$ cat src/rtl/cpu_pkg.sv
// Shared types for the core's memory stage: access sizes and load/store unit states.
package cpu_pkg;

  typedef enum logic [1:0] {
    LSU_BYTE = 2'b00,
    LSU_HALF = 2'b01,
    LSU_WORD = 2'b10,
    LSU_RSVD = 2'b11
  } lsu_size_e;

  typedef enum logic [2:0] {
    IDLE,
    LOAD,
    STORE,
    RMW_RD,
    RMW_WR,
    RESP
  } lsu_state_e;

endpackage

$ cat src/rtl/lsu_align.sv
// Byte-lane logic for the load/store unit: alignment check on the incoming request,
// load lane extraction with extension, and sub-word merge into a read-back word.
module lsu_align
  import cpu_pkg::*;
(
  input  lsu_size_e   chk_size_i,
  input  logic [1:0]  chk_off_i,
  output logic        misaligned_o,
  input  lsu_size_e   size_i,
  input  logic [1:0]  off_i,
  input  logic        unsigned_i,
  input  logic [31:0] load_word_i,
  output logic [31:0] load_data_o,
  input  logic [31:0] merge_word_i,
  input  logic [31:0] wdata_i,
  output logic [31:0] merged_o
);

  logic [7:0]  byteLane;
  logic [15:0] halfLane;

  always_comb begin
    case (chk_size_i)
      LSU_BYTE: misaligned_o = 1'b0;
      LSU_HALF: misaligned_o = chk_off_i[0];
      LSU_WORD: misaligned_o = (chk_off_i != 2'b00);
      default:  misaligned_o = 1'b1;
    endcase
  end

  // Little-endian lanes: byte n lives in bits [8n +: 8].
  always_comb begin
    byteLane = load_word_i[8*off_i +: 8];
    halfLane = load_word_i[16*off_i[1] +: 16];
    case (size_i)
      LSU_BYTE: load_data_o = unsigned_i ? {24'b0, byteLane} : {{24{byteLane[7]}}, byteLane};
      LSU_HALF: load_data_o = unsigned_i ? {16'b0, halfLane} : {{16{halfLane[15]}}, halfLane};
      default:  load_data_o = load_word_i;
    endcase
  end

  always_comb begin
    merged_o = merge_word_i;
    case (size_i)
      LSU_BYTE: merged_o[8*off_i +: 8]       = wdata_i[7:0];
      LSU_HALF: merged_o[16*off_i[1] +: 16]  = wdata_i[15:0];
      default:  merged_o                     = wdata_i;
    endcase
  end

endmodule

$ cat src/rtl/dmem_lsu.sv
// Load/store unit in front of a word-only, combinational-read data memory.
// Sub-word stores are done as read-modify-write; bad requests get an error response.
module dmem_lsu
  import cpu_pkg::*;
#(
  parameter int ADDR_WIDTH = 32,
  parameter int DATA_WIDTH = 32
) (
  input  logic                  clk_i,
  input  logic                  rst_i,
  input  logic                  req_i,
  input  logic                  we_i,
  input  logic [1:0]            size_i,
  input  logic                  unsigned_i,
  input  logic [ADDR_WIDTH-1:0] addr_i,
  input  logic [DATA_WIDTH-1:0] wdata_i,
  output logic                  gnt_o,
  output logic                  rvalid_o,
  output logic [DATA_WIDTH-1:0] rdata_o,
  output logic                  err_o,
  output logic                  mem_en_o,
  output logic                  mem_we_o,
  output logic [ADDR_WIDTH-1:0] mem_addr_o,
  output logic [DATA_WIDTH-1:0] mem_wdata_o,
  input  logic [DATA_WIDTH-1:0] mem_rdata_i
);

  lsu_state_e            state_q, state_d;
  logic                  we_q;
  lsu_size_e             size_q;
  logic                  uns_q;
  logic [ADDR_WIDTH-1:0] addr_q;
  logic [DATA_WIDTH-1:0] wdata_q;
  logic [DATA_WIDTH-1:0] buf_q;
  logic [DATA_WIDTH-1:0] rdata_q;
  logic                  err_q;

  lsu_size_e             reqSize;
  logic                  reqMisaligned;
  logic [DATA_WIDTH-1:0] loadData;
  logic [DATA_WIDTH-1:0] mergedWord;
  logic [ADDR_WIDTH-1:0] wordAddr;

  assign reqSize  = lsu_size_e'(size_i);
  assign wordAddr = {addr_q[ADDR_WIDTH-1:2], 2'b00};

  lsu_align u_align (
    .chk_size_i   (reqSize),
    .chk_off_i    (addr_i[1:0]),
    .misaligned_o (reqMisaligned),
    .size_i       (size_q),
    .off_i        (addr_q[1:0]),
    .unsigned_i   (uns_q),
    .load_word_i  (mem_rdata_i),
    .load_data_o  (loadData),
    .merge_word_i (buf_q),
    .wdata_i      (wdata_q),
    .merged_o     (mergedWord)
  );

  assign gnt_o    = (state_q == IDLE);
  assign rvalid_o = (state_q == RESP);
  assign rdata_o  = rdata_q;
  assign err_o    = err_q;

  always_comb begin
    state_d = state_q;
    case (state_q)
      IDLE: begin
        if (req_i) begin
          if (reqMisaligned)          state_d = RESP;
          else if (!we_i)             state_d = LOAD;
          else if (reqSize == LSU_WORD) state_d = STORE;
          else                        state_d = RMW_RD;
        end
      end
      LOAD, STORE, RMW_WR: state_d = RESP;
      RMW_RD:              state_d = RMW_WR;
      RESP:                state_d = IDLE;
      default:             state_d = IDLE;
    endcase
  end

  // Memory side is driven purely from state and latched request fields.
  always_comb begin
    mem_en_o    = 1'b0;
    mem_we_o    = 1'b0;
    mem_addr_o  = '0;
    mem_wdata_o = '0;
    case (state_q)
      LOAD, RMW_RD: begin
        mem_en_o   = 1'b1;
        mem_addr_o = wordAddr;
      end
      STORE: begin
        mem_en_o    = 1'b1;
        mem_we_o    = 1'b1;
        mem_addr_o  = wordAddr;
        mem_wdata_o = wdata_q;
      end
      RMW_WR: begin
        mem_en_o    = 1'b1;
        mem_we_o    = 1'b1;
        mem_addr_o  = wordAddr;
        mem_wdata_o = mergedWord;
      end
      default: ;
    endcase
  end

  always_ff @(posedge clk_i or posedge rst_i) begin
    if (rst_i) begin
      state_q <= IDLE;
      we_q    <= 1'b0;
      size_q  <= LSU_BYTE;
      uns_q   <= 1'b0;
      addr_q  <= '0;
      wdata_q <= '0;
      buf_q   <= '0;
      rdata_q <= '0;
      err_q   <= 1'b0;
    end else begin
      state_q <= state_d;
      if (state_q == IDLE && req_i) begin
        we_q    <= we_i;
        size_q  <= reqSize;
        uns_q   <= unsigned_i;
        addr_q  <= addr_i;
        wdata_q <= wdata_i;
      end
      if (state_q == RMW_RD) buf_q <= mem_rdata_i;
      // Response registers only change on entry to RESP; only IDLE->RESP is an error.
      if (state_d == RESP && state_q != RESP) begin
        rdata_q <= (state_q == LOAD) ? loadData : '0;
        err_q   <= (state_q == IDLE);
      end
    end
  end

endmodule

$ cat config.mk
export PLATFORM = sky130hd
export DESIGN_NAME = dmem_lsu
export DESIGN_NICKNAME = d
export VERILOG_FILES = /design/src/rtl/cpu_pkg.sv /design/src/rtl/lsu_align.sv /design/src/rtl/dmem_lsu.sv
export SDC_FILE = /design/constraint.sdc
export NUM_CORES = 1
export LEC_CHECK = 0
export ABC_AREA = 1
export BUFFER_PORTS_ARGS = -buffer_cell sky130_fd_sc_hd__buf_4
export CAP_MARGIN = 30
export CORE_ASPECT_RATIO = 1.2
export CORE_MARGIN = 10
export CORE_UTILIZATION = 35
export CTS_BUF_LIST = sky130_fd_sc_hd__clkbuf_8
export DETAILED_ROUTE_END_ITERATION = 10
export PLACE_DENSITY_LB_ADDON = 0.1
export SETUP_SLACK_MARGIN = 0.05
export SKIP_LAST_GASP = 1
export SYNTH_ARGS = -nofsm -noshare
export SYNTH_HDL_FRONTEND = slang
export SYNTH_SLANG_ARGS = --single-unit
$ cat constraint.sdc
create_clock -name clk_i -period 7.6 [get_ports clk_i]
set_clock_uncertainty 0.15 [all_clocks]
set_input_delay 1.14 -clock clk_i [delete_from_list [all_inputs] [get_ports clk_i]]
set_output_delay 1.14 -clock clk_i [all_outputs]
set_load 0.03 [all_outputs]
==> flow_summary.toml, run 1 <==
[run_status]
outcome = "complete, no violations"

[clock_tree]
root_buffer = "clkbuf_8"
htreeDepth = 4
cts_buffers = 17
cts_tree = "yes"
clock_sinks = 135
clockBufferDepth = 2
cts_setup_buffers = 0
clk_latency_ps = 440
cts_hold_buf = 0
clkTransAtPathRegs_ps = 80
cts.repair.resized = 0

[sta]
slew_viol_final = 0
fin_crit_ps = 4517
finalSetupViolations = 0
tightest_slew_ps = 992.0
setup_slack_ps = 3083
fmax_mhz = 221.4
fin_tns_setup_ps = 0
rsz0062_at_grt = "no"
period_share = 0.5943
maxSlewHeadroom = 0.3362
finalHoldViolations = 0

[drt]
drtAntennaViolNets = 0
drc = 0
via_per_inst = 4.864
dr.pass1.iters = 5
wl_per_cell_um = 17.57
drt_iter0_markers = 467
vias = 7198
routed_wl_mm = 26.01

[worst_setup_path]
slowest_stage = "nor2_1"
crit_chain = "buf_4 > inv_2 > nand2_1 > nor2_1 > a22oi_1 > nand2_1 > nand2_1 > nand2_1 > buf_4"
worst_ep_arrival_time_ps = 3230
endpoint_kind = "primary output"
critPathKind = "reg2out"
crit_required_ps = 6310
max_stage_delay_ps = 870
cp_common_cell = "nand2_1"
start_kind = "register"
worstPathMaxFanout = 51

[floorplan]
die_area_mm2 = 0.02823
start_util = 0.3541
die_h_um = 182.1
rows = 59
core_mm2 = 0.02163
die_w_um = 155.0
ioPinCount = 204

[placement]
postPlaceCellArea_mm2 = 0.009314
dp.final_hpwl_mm = 19.56
place_worst_setup_slack_ps = 3593
routabilityCongestion = 0.9054
numPortBuffers = 201
dp_cells = 1447

[finish]
drive_above_1_share = 0.2612
design_area_mm2 = 0.009706
syn2layout_area_growth_pct = 26.71
final_cells = 1480
final_nets = 1301
antennaDiodeCount = 0

[pwr]
fin_total_pwr_w = 0.004689
p_leak_nw = 5.175
ir_worst_vdd_mv = 0.2125
p_per_area_mw_per_mm2 = 483.1

[grt]
grt_pass1_wl_mm = 41.06
grt_pass1_vias = 7317
grt_overflow_total = 0
antenna_found_initial = 0
grt_max_degree = 90
grt_usage = 0.1810

[synthesis]
yosysSeqAreaShare = 0.4410
synth_top_area_cell = "dfrtp_1"
syn-instance-count = 1019
syn_area_mm2 = 0.007660
synthArstFlopShare = 1.000
synth_edf_count = 0
synth_commonest_cells = "nand2_1, dfrtp_1, inv_1, o21ai_0, nand3_1"
ys_types = 33
ys_seq_elements = 135
avgSynthCellArea_um2 = 7.517
ys_warn_count = 0
synth_area_leaders = "dfrtp_1, nand2_1, mux2_2, o21ai_0, inv_1"
yosys_most_used_dff = "dfrtp_1"
yosysMostFrequentCell = "nand2_1"
netlist.area_leader.share = 0.4410

[flow_run]
drv_cap = 0

[hold_path]
hold_class = "reg2reg"
registers in the layout, summed over array words and instances (netlist names):
name,cells
uns_q,1
addr_q,32
size_q,2
wdata_q,32
state_q,3
buf_q,32
err_o,1
rdata_o,32
cell type report:
type | instances | area, um^2
flip-flops and latches | 135 | 3378
clock buffers | 17 | 234.0
multi-input cells | 717 | 3575
fillers | 2262 | 11920
repair buffers | 211 | 1624
clock inverters | 15 | 130.1
inverters | 111 | 421.7
well taps | 274 | 342.8
cell usage in the layout, fill, tap and decap left out, types with 2 or more instances in the layout:
cell type and count:
buf_16 2, ha_1 5, a21oi_1 27, nor2_1 7
o211ai_1 4, clkinvlp_4 4, inv_6 6, nor2_4 2
inv_2 4, nand2_2 5, inv_1 107, dfrtp_1 135
nor3_1 2, nand3_2 2, clkinv_2 2, nor3_2 2
o22ai_1 19, clkbuf_8 17, nand2_1 403, nand2_4 4
o21ai_0 102, o21ai_1 3, conb_1 2, nand3_1 58
a22oi_1 16, buf_4 209, mux2_2 47, or2_2 3
where the power goes:
| group | internal (W) | total (W) | switching (W) |
|---|---|---|---|
| clock network | 0.000260 | 0.000573 | 0.000313 |
| registers | 0.00106 | 0.00132 | 0.000261 |
| logic | 0.000982 | 0.00279 | 0.00181 |
| total | 0.00230 | 0.00469 | 0.00238 |
critical path: cells and delay by family (launching register included):
family	cells	cell delay (ps)
AOI/OAI and AO/OA	1	200
buffers and inverters	3	710
and+or+nand+nor	5	1480
DFF	1	360
final timing paths:
kind | cells after the start | to | start | slack, ps
worst max-delay path | 9 | mem_wdata_o[8] | size_q[1] | 3080
worst min-delay path | 2 | rdata_o[9] | rdata_o[9] | 330
worst max register to register | 8 | rdata_o[31] | size_q[1] | 4690
worst min register to register | 2 | rdata_o[9] | rdata_o[9] | 330
max in group asynchronous | 3 | rdata_o[2] | rst_i | 5370
min in group asynchronous | 2 | addr_q[8] | rst_i | 650
metrics by stage:
stage | hold slack (ps) | util
3_3_place_gp | 305.4 | 0.4290
2_1_floorplan | 324.9 | -
5_1_grt | 349.3 | 0.4487
6_report | 327.9 | 0.4487
4_1_cts | 332.7 | 0.4474
3_5_place_dp | 310.9 | 0.4306
per-layer routing:
| layer | routed length (um) | vias to the layer above | GRT usage |
|---|---|---|---|
| li1 | - | 3598 | - |
| met1 | 10990 | 3324 | 0.2231 |
| met3 | 2413 | 32 | 0.07010 |
| met5 | 0 | - | 0 |
| met4 | 631 | 0 | 0.06054 |
| met2 | 11970 | 244 | 0.2832 |
cell families (layout without fill, tap and decap cells):
logic type / Yosys count / in the layout / share of synthesized area
buffers and inverters: 168 / 354 / 0.09278
adder cells (fa/ha/maj): 5 / 5 / 0.008167
AND/OR/NAND/NOR: 491 / 491 / 0.2659
AO/OA/AOI/OAI: 172 / 172 / 0.1225
flip-flops: 135 / 135 / 0.4410
multiplexers: 47 / 47 / 0.06910
other: 1 / 2 / 0.0004896
No activity file was read; power rests on OpenSTA's default activity.
==> run 2: changes to the inputs <==
- clock period: 7.6 -> 4.38 ns (I/O delays scaled with it)
==> run 2 against run 1 <==
Clock-buffer cell count stayed put. Largest power group unchanged. Cell count stayed put. Largest cell class unchanged. Setup slack worse by 2600 ps. Critical endpoint is now mem_wdata_o[6]. Critical path depth stayed put. First-iteration DRC count is 15% lower. Core utilization is 0.20 points higher. Die area stayed put. Via count is 1.9% lower. Clock power is 94% higher. Routed wire length is 1.4% lower.
==> flow_summary.toml, run 2 (same netlist as run 1, synthesis figures left out) <==
[sta]
finalHoldViolations = 0
fin_tns_setup_ps = 0
tightest_slew_ps = 974.6
finalSetupViolations = 0
fin_crit_ps = 3847
slew_viol_final = 0
rsz0062_at_grt = "no"
maxSlewHeadroom = 0.3479
fmax_mhz = 259.9
period_share = 0.8783

[clock_tree]
clk_latency_ps = 440
root_buffer = "clkbuf_8"
cts_hold_buf = 0
cts_buffers = 17
clkTransAtPathRegs_ps = 80
cts_tree = "yes"
cts.repair.resized = 0
clockBufferDepth = 2
htreeDepth = 4
cts_setup_buffers = 0
clock_sinks = 135

[worst_setup_path]
rrSetupSlack_ps = 1940
startpoint = "addr_q[0]"
critPathKind = "reg2out"
start_kind = "register"
r2r-start = "size_q[1]"
worst_ep_arrival_time_ps = 3040
reg2reg_depth = 7
crit_required_ps = 3570
regToRegEndpoint = "rdata_o[24]"
endpoint_kind = "primary output"
worstPathMaxFanout = 15

[grt]
grt_pass1_vias = 7380
grt_overflow_total = 0
antenna_found_initial = 0
grt_max_degree = 106
grt_pass1_wl_mm = 41.41
grt_usage = 0.1816

[floorplan]
die_area_mm2 = 0.02823
core_mm2 = 0.02163
rows = 59
die_w_um = 155.0
die_h_um = 182.1
start_util = 0.3541
ioPinCount = 204

[flow_run]
drv_cap = 0

[finish]
design_area_mm2 = 0.009749
syn2layout_area_growth_pct = 27.28
final_nets = 1300
final_common_cell = "nand2_1"
final_cell_mix = "nand2_1, buf_4, dfrtp_1, inv_1, o21ai_0"
final_cells = 1480
fillers = 2295
finish.utilization = 0.4507
drive_above_1_share = 0.2614

[placement]
routabilityCongestion = 0.8564
dp.final_hpwl_mm = 19.34
dp_cells = 1447
numPortBuffers = 201
postPlaceCellArea_mm2 = 0.009338

[pwr]
ir_worst_vdd_mv = 0.3749
p_leak_nw = 5.189
p_per_area_mw_per_mm2 = 843.1

[drt]
drt_iter0_markers = 398
drc = 0
vias = 7063
dr.pass1.iters = 5
routed_wl_mm = 25.64
wl_per_cell_um = 17.32
drtAntennaViolNets = 0
via_per_inst = 4.772

[hold_path]
hold_class = "in2async"

[run_status]
outcome = "complete, no violations"
-- run 2: changes by cell type in the layout (fill, tap and decap cells not counted), sizes merged --
cell,previous run,this run
buf,211,210
bufinv,1,3
clkinv,4,5
diode,0,1
inv,117,114
-- run 2: how the worst max path moves through the flow --
stage,slack [ps],to
global route,250,mem_wdata_o[6]
CTS,550,mem_wdata_o[6]
finish,530,mem_wdata_o[6]
global placement,1030,mem_wdata_o[7]
floorplan,1070,mem_wdata_o[2]
detailed placement,1060,mem_wdata_o[6]
-- run 2: through the flow --
step,hold WS (ps),total power (W),setup WS [ps]
final,166.4,0.008220,532.9
after global routing,186.3,0.008954,250.8
after CTS,172.3,0.008326,552.7
after detailed placement,310.8,0.007177,1059
after global placement,307.5,0.007104,1027
after floorplan,324.9,0.005588,1073
-- run 2: critical path: stages, from the launching register on --
cell	delay, ps
dfrtp_1	520
inv_1	400
ha_1	250
clkinv_1	290
nor3_2	490
nand3_1	150
nand2_1	100
nand3_1	60
o21ai_0	120
buf_4	210
-- run 2: power by group --
part / internal (W) / switching, W / leakage (nW)
Sequential: 0.00184 / 0.000453 / 1.59
Combinational: 0.00170 / 0.00312 / 3.39
Clock: 0.000565 / 0.000541 / 0.204
-- run 2: area by class of cell --
| cell class | count | area, um^2 | share of cell area |
|---|---|---|---|
| sequential | 135 | 3378 | 0.3465 |
| antenna | 1 | 2.502 | 0.0002567 |
| clock inverter | 15 | 175.2 | 0.01797 |
| clock buffer | 17 | 234.0 | 0.02400 |
| multi-input combinational | 717 | 3575 | 0.3667 |
| inverter | 111 | 420.4 | 0.04312 |
| tap | 274 | 342.8 | 0.03516 |
| timing repair buffer | 210 | 1622 | 0.1663 |
-- run 2: layer usage --
metal | track usage | wire [um]
met5 | 0 | 0
met4 | 0.04389 | 252
met3 | 0.06493 | 2148
met2 | 0.2878 | 11960
met1 | 0.2304 | 11280
